===== src/rtl/vga_display_pkg.sv =====
// Shared VGA 640x480@60 timing constants and the display FSM state encoding.
package vga_display_pkg;

    localparam int unsigned H_VIS   = 640;
    localparam int unsigned H_FP    = 16;
    localparam int unsigned H_SYNC  = 96;
    localparam int unsigned H_BP    = 48;
    localparam int unsigned H_TOTAL = H_VIS + H_FP + H_SYNC + H_BP;

    localparam int unsigned V_VIS   = 480;
    localparam int unsigned V_FP    = 10;
    localparam int unsigned V_SYNC  = 2;
    localparam int unsigned V_BP    = 33;
    localparam int unsigned V_TOTAL = V_VIS + V_FP + V_SYNC + V_BP;

    localparam int unsigned H_SYNC_START = H_VIS + H_FP;
    localparam int unsigned H_SYNC_END   = H_SYNC_START + H_SYNC;
    localparam int unsigned V_SYNC_START = V_VIS + V_FP;
    localparam int unsigned V_SYNC_END   = V_SYNC_START + V_SYNC;

    localparam int unsigned H_CNT_W = 10;
    localparam int unsigned V_CNT_W = 10;

    typedef enum logic [1:0] {
        BLANK = 2'd0,
        ARM   = 2'd1,
        SHOW  = 2'd2
    } state_e;

endpackage


===== src/rtl/vga_display_timing.sv =====
// Pixel-tick divider, h/v raster counters and raw (unregistered) active-low syncs.
module vga_timing
    import vga_display_pkg::*;
#(
    parameter int unsigned CLK_DIV = 4
)(
    input  logic               clk_p,
    input  logic               rst,
    output logic               tick,
    output logic [H_CNT_W-1:0] h_cnt,
    output logic [V_CNT_W-1:0] v_cnt,
    output logic               hsync_raw,
    output logic               vsync_raw
);

    localparam int unsigned DIV_W = (CLK_DIV > 1) ? $clog2(CLK_DIV) : 1;

    logic [DIV_W-1:0]   div_q, div_d;
    logic [H_CNT_W-1:0] h_q, h_d;
    logic [V_CNT_W-1:0] v_q, v_d;

    always_comb begin
        tick  = (div_q == DIV_W'(CLK_DIV - 1));
        div_d = tick ? '0 : div_q + 1'b1;
        h_d   = h_q;
        v_d   = v_q;
        if (tick) begin
            if (h_q == H_CNT_W'(H_TOTAL - 1)) begin
                h_d = '0;
                v_d = (v_q == V_CNT_W'(V_TOTAL - 1)) ? '0 : v_q + 1'b1;
            end else begin
                h_d = h_q + 1'b1;
            end
        end
    end

    always_ff @(posedge clk_p) begin
        if (rst) begin
            div_q <= '0;
            h_q   <= '0;
            v_q   <= '0;
        end else begin
            div_q <= div_d;
            h_q   <= h_d;
            v_q   <= v_d;
        end
    end

    always_comb begin
        h_cnt     = h_q;
        v_cnt     = v_q;
        hsync_raw = !((h_q >= H_CNT_W'(H_SYNC_START)) && (h_q < H_CNT_W'(H_SYNC_END)));
        vsync_raw = !((v_q >= V_CNT_W'(V_SYNC_START)) && (v_q < V_CNT_W'(V_SYNC_END)));
    end

endmodule


===== src/rtl/vga_display.sv =====
// Frame-buffer VGA scan-out: address generation, 2-stage output pipeline and
// BLANK/ARM/SHOW gating so a frame is only shown once upstream has finished it.
module vga_display
    import vga_display_pkg::*;
#(
    parameter int unsigned DATA_WIDTH  = 12,
    parameter int unsigned ADDR_WIDTH  = 19,
    parameter int unsigned DATA_LENGTH = 120000,
    parameter int unsigned IMG_W       = 400,
    parameter int unsigned IMG_H       = 300,
    parameter int unsigned H_OFF       = 120,
    parameter int unsigned V_OFF       = 90,
    parameter int unsigned CLK_DIV     = 4
)(
    input  logic                  clk_p,
    input  logic                  rst,
    input  logic                  all_ready,
    output logic [ADDR_WIDTH-1:0] r_addr,
    input  logic [DATA_WIDTH-1:0] data_in,
    output logic [3:0]            vga_r,
    output logic [3:0]            vga_g,
    output logic [3:0]            vga_b,
    output logic                  hsync,
    output logic                  vsync,
    output logic                  frame_done
);

    logic               tick, hsync_raw, vsync_raw;
    logic [H_CNT_W-1:0] h_cnt;
    logic [V_CNT_W-1:0] v_cnt;

    vga_timing #(.CLK_DIV(CLK_DIV)) u_timing (
        .clk_p     (clk_p),
        .rst       (rst),
        .tick      (tick),
        .h_cnt     (h_cnt),
        .v_cnt     (v_cnt),
        .hsync_raw (hsync_raw),
        .vsync_raw (vsync_raw)
    );

    state_e                state_q, state_d;
    logic                  show;
    logic                  in_win, last_px, frame_end;
    logic [ADDR_WIDTH-1:0] addr_q, addr_d;
    logic [DATA_WIDTH-1:0] data1_q, data1_d, rgb_q, rgb_d;
    logic                  win1_q, win1_d, last1_q, last1_d;
    logic                  hs1_q, hs1_d, vs1_q, vs1_d;
    logic                  hs2_q, hs2_d, vs2_q, vs2_d;
    logic                  fd_q, fd_d;

    always_comb begin
        in_win    = (h_cnt >= H_CNT_W'(H_OFF)) && (h_cnt < H_CNT_W'(H_OFF + IMG_W)) &&
                    (v_cnt >= V_CNT_W'(V_OFF)) && (v_cnt < V_CNT_W'(V_OFF + IMG_H));
        last_px   = (h_cnt == H_CNT_W'(H_OFF + IMG_W - 1)) && (v_cnt == V_CNT_W'(V_OFF + IMG_H - 1));
        frame_end = tick && (h_cnt == H_CNT_W'(H_TOTAL - 1)) && (v_cnt == V_CNT_W'(V_TOTAL - 1));
    end

    // addr_q moves with the counters, so it always names the pixel at the current (h,v)
    always_comb begin
        addr_d  = addr_q;
        data1_d = data1_q;
        win1_d  = win1_q;
        last1_d = last1_q;
        hs1_d   = hs1_q;
        vs1_d   = vs1_q;
        rgb_d   = rgb_q;
        hs2_d   = hs2_q;
        vs2_d   = vs2_q;
        fd_d    = tick && last1_q && show;
        if (tick) begin
            if (frame_end) begin
                addr_d = '0;
            end else if (in_win && (addr_q != ADDR_WIDTH'(DATA_LENGTH - 1))) begin
                addr_d = addr_q + 1'b1;
            end
            data1_d = data_in;
            win1_d  = in_win;
            last1_d = last_px;
            hs1_d   = hsync_raw;
            vs1_d   = vsync_raw;
            rgb_d   = (win1_q && show) ? data1_q : '0;
            hs2_d   = hs1_q;
            vs2_d   = vs1_q;
        end
    end

    always_ff @(posedge clk_p) begin
        if (rst) begin
            addr_q  <= '0;
            data1_q <= '0;
            win1_q  <= 1'b0;
            last1_q <= 1'b0;
            hs1_q   <= 1'b1;
            vs1_q   <= 1'b1;
            rgb_q   <= '0;
            hs2_q   <= 1'b1;
            vs2_q   <= 1'b1;
            fd_q    <= 1'b0;
        end else begin
            addr_q  <= addr_d;
            data1_q <= data1_d;
            win1_q  <= win1_d;
            last1_q <= last1_d;
            hs1_q   <= hs1_d;
            vs1_q   <= vs1_d;
            rgb_q   <= rgb_d;
            hs2_q   <= hs2_d;
            vs2_q   <= vs2_d;
            fd_q    <= fd_d;
        end
    end

    always_ff @(posedge clk_p) begin
        if (rst) begin
            state_q <= BLANK;
        end else begin
            state_q <= state_d;
        end
    end

    // Arming waits for the frame boundary so a frame is never shown half-way in
    always_comb begin
        state_d = state_q;
        case (state_q)
            BLANK:   if (all_ready) state_d = ARM;
            ARM:     if (frame_end) state_d = SHOW;
            SHOW:    state_d = SHOW;
            default: state_d = BLANK;
        endcase
        if (!all_ready) begin
            state_d = BLANK;
        end
    end

    always_comb begin
        show = (state_q == SHOW);
    end

    always_comb begin
        r_addr     = addr_q;
        vga_r      = rgb_q[11:8];
        vga_g      = rgb_q[7:4];
        vga_b      = rgb_q[3:0];
        hsync      = hs2_q;
        vsync      = vs2_q;
        frame_done = fd_q;
    end

endmodule

===== config.mk =====
export PLATFORM = sky130hd
export DESIGN_NAME = vga_display
export DESIGN_NICKNAME = d
export VERILOG_FILES = /design/src/rtl/vga_display_pkg.sv /design/src/rtl/vga_display_timing.sv /design/src/rtl/vga_display.sv
export SDC_FILE = /design/constraint.sdc
export NUM_CORES = 1
export LEC_CHECK = 0
export BUFFER_PORTS_ARGS = -buffer_cell sky130_fd_sc_hd__buf_4
export CELL_PAD_IN_SITES_DETAIL_PLACEMENT = 1
export CELL_PAD_IN_SITES_GLOBAL_PLACEMENT = 1
export CORE_MARGIN = 5
export CORE_UTILIZATION = 35
export DETAILED_ROUTE_END_ITERATION = 16
export GPL_ROUTABILITY_DRIVEN = 0
export MAX_ROUTING_LAYER = met4
export PLACE_DENSITY = 0.65
export SLEW_MARGIN = 20
export SYNTH_ARGS = -nofsm -noshare
export SYNTH_HDL_FRONTEND = slang
export SYNTH_SLANG_ARGS = --single-unit

===== constraint.sdc =====
create_clock -name clk_p -period 2.33 [get_ports clk_p]
set_input_delay 0.233 -clock clk_p [delete_from_list [all_inputs] [get_ports clk_p]]
set_output_delay 0.233 -clock clk_p [all_outputs]
set_load 0.1 [all_outputs]

# Yosys cells after proc, flatten, opt, wreduce, memory -nomap -nowiden
# Index checks and enable logic that the tools add are counted.
# word_totals
reg_bits	74
inputBits	15
elab_cells	63
# op_classes
mux	7
eq_ne	9
magnitude_cmp	8
addsub	4
n_bitwise	1
reduce_logical	20
# ops
op	count
$mux W19	2
$eq A10 B10 Y1 const B	3
$add A10 B1 Y10 const B	2
$ge A10 B7 Y1 const B	2
$lt A10 B10 Y1 const B	2
$lt A10 B9 Y1 const B	2
$mux W10	2
$add A19 B1 Y19 const B	1
$ne A19 B17 Y1 const B	1
$logic_and A1 B1 Y1	12
$mux W12	1
$eq A10 B9 Y1 const B	1
$ge A10 B10 Y1 const B	1
$ge A10 B9 Y1 const B	1
$pmux W2 S3	1
$eq A2 B2 Y1 const B	2
$reduce_and A2 Y1	2
$reduce_or A2 Y1	2
$add A2 B1 Y2 const B	1
$eq A2 B1 Y1 const B	1
$logic_not A1 Y1	2
$logic_not A2 Y1	1
$mux W2	1
$ne A2 B2 Y1 const B	1
2 further kinds	2

# Logic depth before layout (Yosys ltp)
# logic_depth
depth_word	7
ltp_mapped	9
mapped_depth_nobuf	7

# Cells and area by module
# Synthesis repeated with hierarchy kept, for this count alone.
# hier_totals
cells_unflattened	393
area_unflattened_um2	3507.1
# modules_own_cells
mod	cells_per_inst	area_each_um2	seq_area_each_um2	instances
vga_display	260	2363.5	1041.0	1
vga_timing	133	1143.6	440.4	1

# Worst setup path before layout
# Ideal clock, no wire load.
# synth_path
path_type	register to register
startpoint	reg addr_q[7] (netlist: r_addr[7])
endpoint	reg addr_q[18] (netlist: r_addr[18])
synth_period_minus_slack_ns	2.458
required_ns	2.215
setup_time_ns	0.115
arrival_ns	2.344
path_stages_with_launch	6
slack_ns	-0.128
path_cell_list	dfxtp_1 > nand4_1 > or2_2 > nand4b_1 > o31a_1 > o21a_1
# synth_via
elab_chain_cells	4
word_cells_on_any_way	7
classes_between	add/sub (1); eq/ne (1); mux (2); reduce/logical (3)
# synth_rtl
element	line_no	source
from (decl)	vga_display.sv:45	logic [ADDR_WIDTH-1:0] addr_q, addr_d;
from (signal assigned)	vga_display.sv:101	addr_q <= addr_d;
parallel branches: the longest is 4 deep, another holds $add A19 B1 Y19	n/a	
# Several ways; the timed one is not identified. The select of a mux whose other input is x is not followed.
# A chain may end at the register's enable or synchronous reset.

# Worst setup path in the final report
# layout_path
startpoint	reg u_timing.h_q[5] (netlist: u_timing.h_cnt[5])
endpoint	reg addr_q[10] (netlist: r_addr[10])
# layout_via
elab_chain_cells	7
word_cells_on_any_way	12
classes_between	order compare (2); eq/ne (1); mux (1); reduce/logical (8)
# layout_rtl
element	line_no	source
from (decl)	vga_display_timing.sv:19	logic [H_CNT_W-1:0] h_q, h_d;
from (signal assigned)	vga_display_timing.sv:40	h_q <= '0;
from (signal assigned)	vga_display_timing.sv:44	h_q <= h_d;
$ge A10 B7 Y1 or $lt A10 B10 Y1 (tied branches)	vga_display.sv:53	in_win = (h_cnt >= H_CNT_W'(H_OFF)) && (h_cnt < H_CNT_W'(H_OFF + IMG_W)) &&
$logic_and A1 B1 Y1 (2 in series)	vga_display.sv:53	
$logic_and A1 B1 Y1	vga_display.sv:54	(v_cnt >= V_CNT_W'(V_OFF)) && (v_cnt < V_CNT_W'(V_OFF + IMG_H));
$logic_and A1 B1 Y1	vga_display.sv:74	end else if (in_win && (addr_q != ADDR_WIDTH'(DATA_LENGTH - 1))) begin
$reduce_bool A2 Y1 (no line)	n/a	
$reduce_and A2 Y1 (no line)	n/a	
# Several ways; a longest one is shown, not always the timed one.

==> results by group <==
Synthesis
  • Synth area leaders: dfxtp_1 45%, mux2i_1 4.6%, ha_1 4.2%, nor2_1 3.5%, nand4_1 3.2%
  • Post-synthesis sequential area ratio: 45.0%
  • Synth top area share: 45.0%
  • Post-Syn Nets: 381
  • Cells after Synth: 355
  • Cell Area, Synth: 3290 µm²
  • Syn. warnings: 0
  • Async SR Flop Fraction: 0%
  • EDFF count, synth: 0
  • Post-synth cell types: 47
  • Post-synth top area cell: dfxtp_1
  • Synth Flop Type: dfxtp_1
  • Avg Inst Size Synth: 9.28 µm²
  • Synthesis-stage register bit count: 74

Placed design
  • PortBufs: 48
  • HPWL Detailed: 5.89 mm
  • DP Cell Count: 515
  • Area post-placement: 3890 µm²

Clocking
  • CTS sink cnt: 74
  • CTS root buffer: clkbuf_8
  • Number of buffers created by CTS: 9
  • Clock buffer depth: 2
  • Skew-Pair Late Insertion Delay: 0.36 ns
  • TritonCTS clock tree: built
  • Post-CTS Repair Setup Buffers: 0
  • Register clock-pin slew on the reported worst setup and hold paths: 0.09 ns
  • H-tree levels: 3

Floorplan
  • Area of the core: 9200 µm²
  • Die Wd: 107 µm
  • Die Y: 107 µm
  • Std cell rows: 35
  • Die ar.: 11,500 µm²
  • Initial Util: 35.8%
  • IO Count: 49

Global route
  • Met3 usage: 3.55%
  • Met1 usage in global routing: 20.3%
  • Total grt overflow: 0
  • Global-route met2 utilization: 24.6%
  • GRT Total Usage: 15.8%
  • Gr busiest metal: met2
  • First-pass GRT wire length: 14.3 mm
  • Initial antenna violation count: 0
  • Number of global-route vias before repair: 2,949
  • Largest net degree at the start of global routing: 37

Route
  • Post-route ant nets: 0
  • Vias per cell: 5.34
  • DR vias: 2,833
  • Iter 0 DRT Violations: 61
  • DRT Pass-1 Iters: 4
  • DRC viols: 0
  • DR WL/cell: 15.6 µm
  • Routed WL: 8.29 mm

Setup path
  • Crit path depth: 6
  • Path depth of the worst reg2reg path: 6
  • Critical Path RT: 2.63 ns
  • Critical path class: reg2reg
  • CP max-delay cell: or4b_4
  • Worst r2r src: u_timing.h_cnt[5]
  • Largest stage delay on the critical path: 0.57 ns
  • Startpoint types: flip-flop
  • RR Endpoint: r_addr[10]
  • Worst EP arrival: 2.53 ns
  • WP buf/inv: 1
  • CP delay by family, top: simple AND/OR/NAND/NOR gates
  • Maximum fanout along the worst path: 13
  • Crit path cell chain: or4b_4 -> nor4_4 -> o211ai_4 -> buf_4 -> or4_1 -> nand2_1
  • Reg2Reg Setup Slack: 0.1 ns
  • CP endpoint kind: flip-flop

Worst hold path
  • Worst hold start: data_in[0]
  • Worst Hold End: data1_q[0]
  • Worst min path class: in2reg
  • Min-Delay Path Depth: 3

STA
  • Final Critical Period: 2.23 ns
  • RSZ-0062 raised after global routing: yes
  • Slew Viols, Final: 0
  • Slew headroom: 29.1%
  • Worst Skew: 0.00976 ns
  • FMAX: 0.448 GHz
  • Final hold vios: 0
  • Worst Tran Pin Value: 1.06 ns
  • Final period util: 95.9%
  • Setup violations, final: 0

Status
  • Outcome: completed

Pwr
  • Power density of the placed cells: 627 nW/µm²
  • Lkg Pwr: 0.00159 µW
  • Peak supply drop: 314 µV

Finish
  • Antenna Cells: 0
  • Multi-input logic area: 1710 µm²
  • Flip-flop and latch area: 1490 µm²
  • Post-route cell area: 4150 µm²
  • Finished Layout Cells: 531
  • Most frequent cells in the layout: 69 x buf_4, 66 x dfxtp_1, 31 x nor2_1
  • Layout area overhead: 25.8%
  • FILL cells: 1,070
  • Most common cell after layout, fill and taps aside: buf_4
  • Fraction of layout cells with a size suffix above 1: 24.3%
  • Post-layout nets: 441

Run
  • Max-cap violations: 0
cells in the mapped netlist, drive strengths merged, types with 4 or more instances:
| cell | number |
|---|---|
| o211ai | 6 |
| clkbuf | 14 |
| or3 | 12 |
| ha | 11 |
| o21ai | 11 |
| or4 | 8 |
| o31ai | 6 |
| inv | 10 |
| nand3 | 12 |
| nor4 | 6 |
| nor2 | 31 |
| nor3 | 13 |
| and3 | 7 |
| buf | 7 |
| nand2 | 17 |
| a21oi | 18 |
| a22o | 12 |
| nand4 | 17 |
| xor2 | 11 |
| xnor2 | 6 |
| nor2b | 4 |
| nand2b | 4 |
| mux2i | 15 |
| dfxtp | 74 |
what timing repair did:
action | 4_1_cts | 5_1_grt
hold buffers | 0 | 0
resized for setup | 0 | 3
hold endpoints to repair | 0 | 0
endpoints found under the setup margin | 0 | 9
power breakdown:
| part | switching [µW] | internal, µW | total (µW) |
|---|---|---|---|
| clock network | 524 | 646 | 1170 |
| logic | 82.2 | 54.8 | 137 |
| registers | 10.7 | 1280 | 1290 |
| total | 617 | 1980 | 2600 |
worst max-delay path by stage:
stage                      start          to
6_report       u_timing.h_cnt[5]  r_addr[10]
5_1_grt        u_timing.h_cnt[5]  r_addr[10]
4_1_cts        u_timing.h_cnt[5]  r_addr[10]
3_5_place_dp   u_timing.h_cnt[5]  r_addr[10]
3_3_place_gp   u_timing.v_cnt[5]  r_addr[10]
2_1_floorplan          r_addr[4]  r_addr[18]
tightest hold or removal path, delay by kind of cell:
kind	cells	cell delay [ns]
buf+inv	1	0.07
mux	1	0.05
simple gates	1	0.07
routing by layer:
metal	vias up	wire (µm)
met5	-	0
li1	1406	-
met2	29	3910
met4	0	123
met1	1387	4040
met3	11	211
per-stage QoR:
step | hold slack (ns) | TNS, ns | utilization [%] | worst slack (ns) | power [µW]
2_1_floorplan | 0.380 | 0 | - | 0.000245 | 1410
3_3_place_gp | 0.414 | 0 | 42.3 | 0.145 | 1460
3_5_place_dp | 0.432 | 0 | 42.3 | 0.136 | 1460
4_1_cts | 0.0884 | 0 | 44.8 | 0.0766 | 2650
5_1_grt | 0.0966 | -0.0340 | 45.1 | -0.0340 | 2710
6_report | 0.107 | 0 | 45.1 | 0.0957 | 2600
area by class of cell:
type                            count  share of cell area [%]
Clock buffer                       10                    3.32
Timing Repair Buffer               70                    13.0
Clock inverter                      6                    2.29
Tap cell                          111                    3.35
Multi-Input combinational cell    250                    41.2
Inverter                           10                   0.906
Sequential cell                    74                    36.0
cells by family after synthesis:
group / synth area share, %
AO/OA/AOI/OAI: 13.0
XOR/XNOR: 4.52
adder cells (fa/ha/maj): 4.18
buffers and inverters: 3.87
flip-flops: 45.0
multiplexers: 4.56
AND/OR/NAND/NOR: 24.9
state kept, by name, indices dropped and copies added (netlist names), 2 cells and up:
name / cells
u_timing.v_cnt: 10
r_addr: 19
u_timing.div_q: 2
rgb_q: 12
state_q: 2
data1_q: 12
u_timing.h_cnt: 10
No activity file was read; power rests on OpenSTA's default activity.
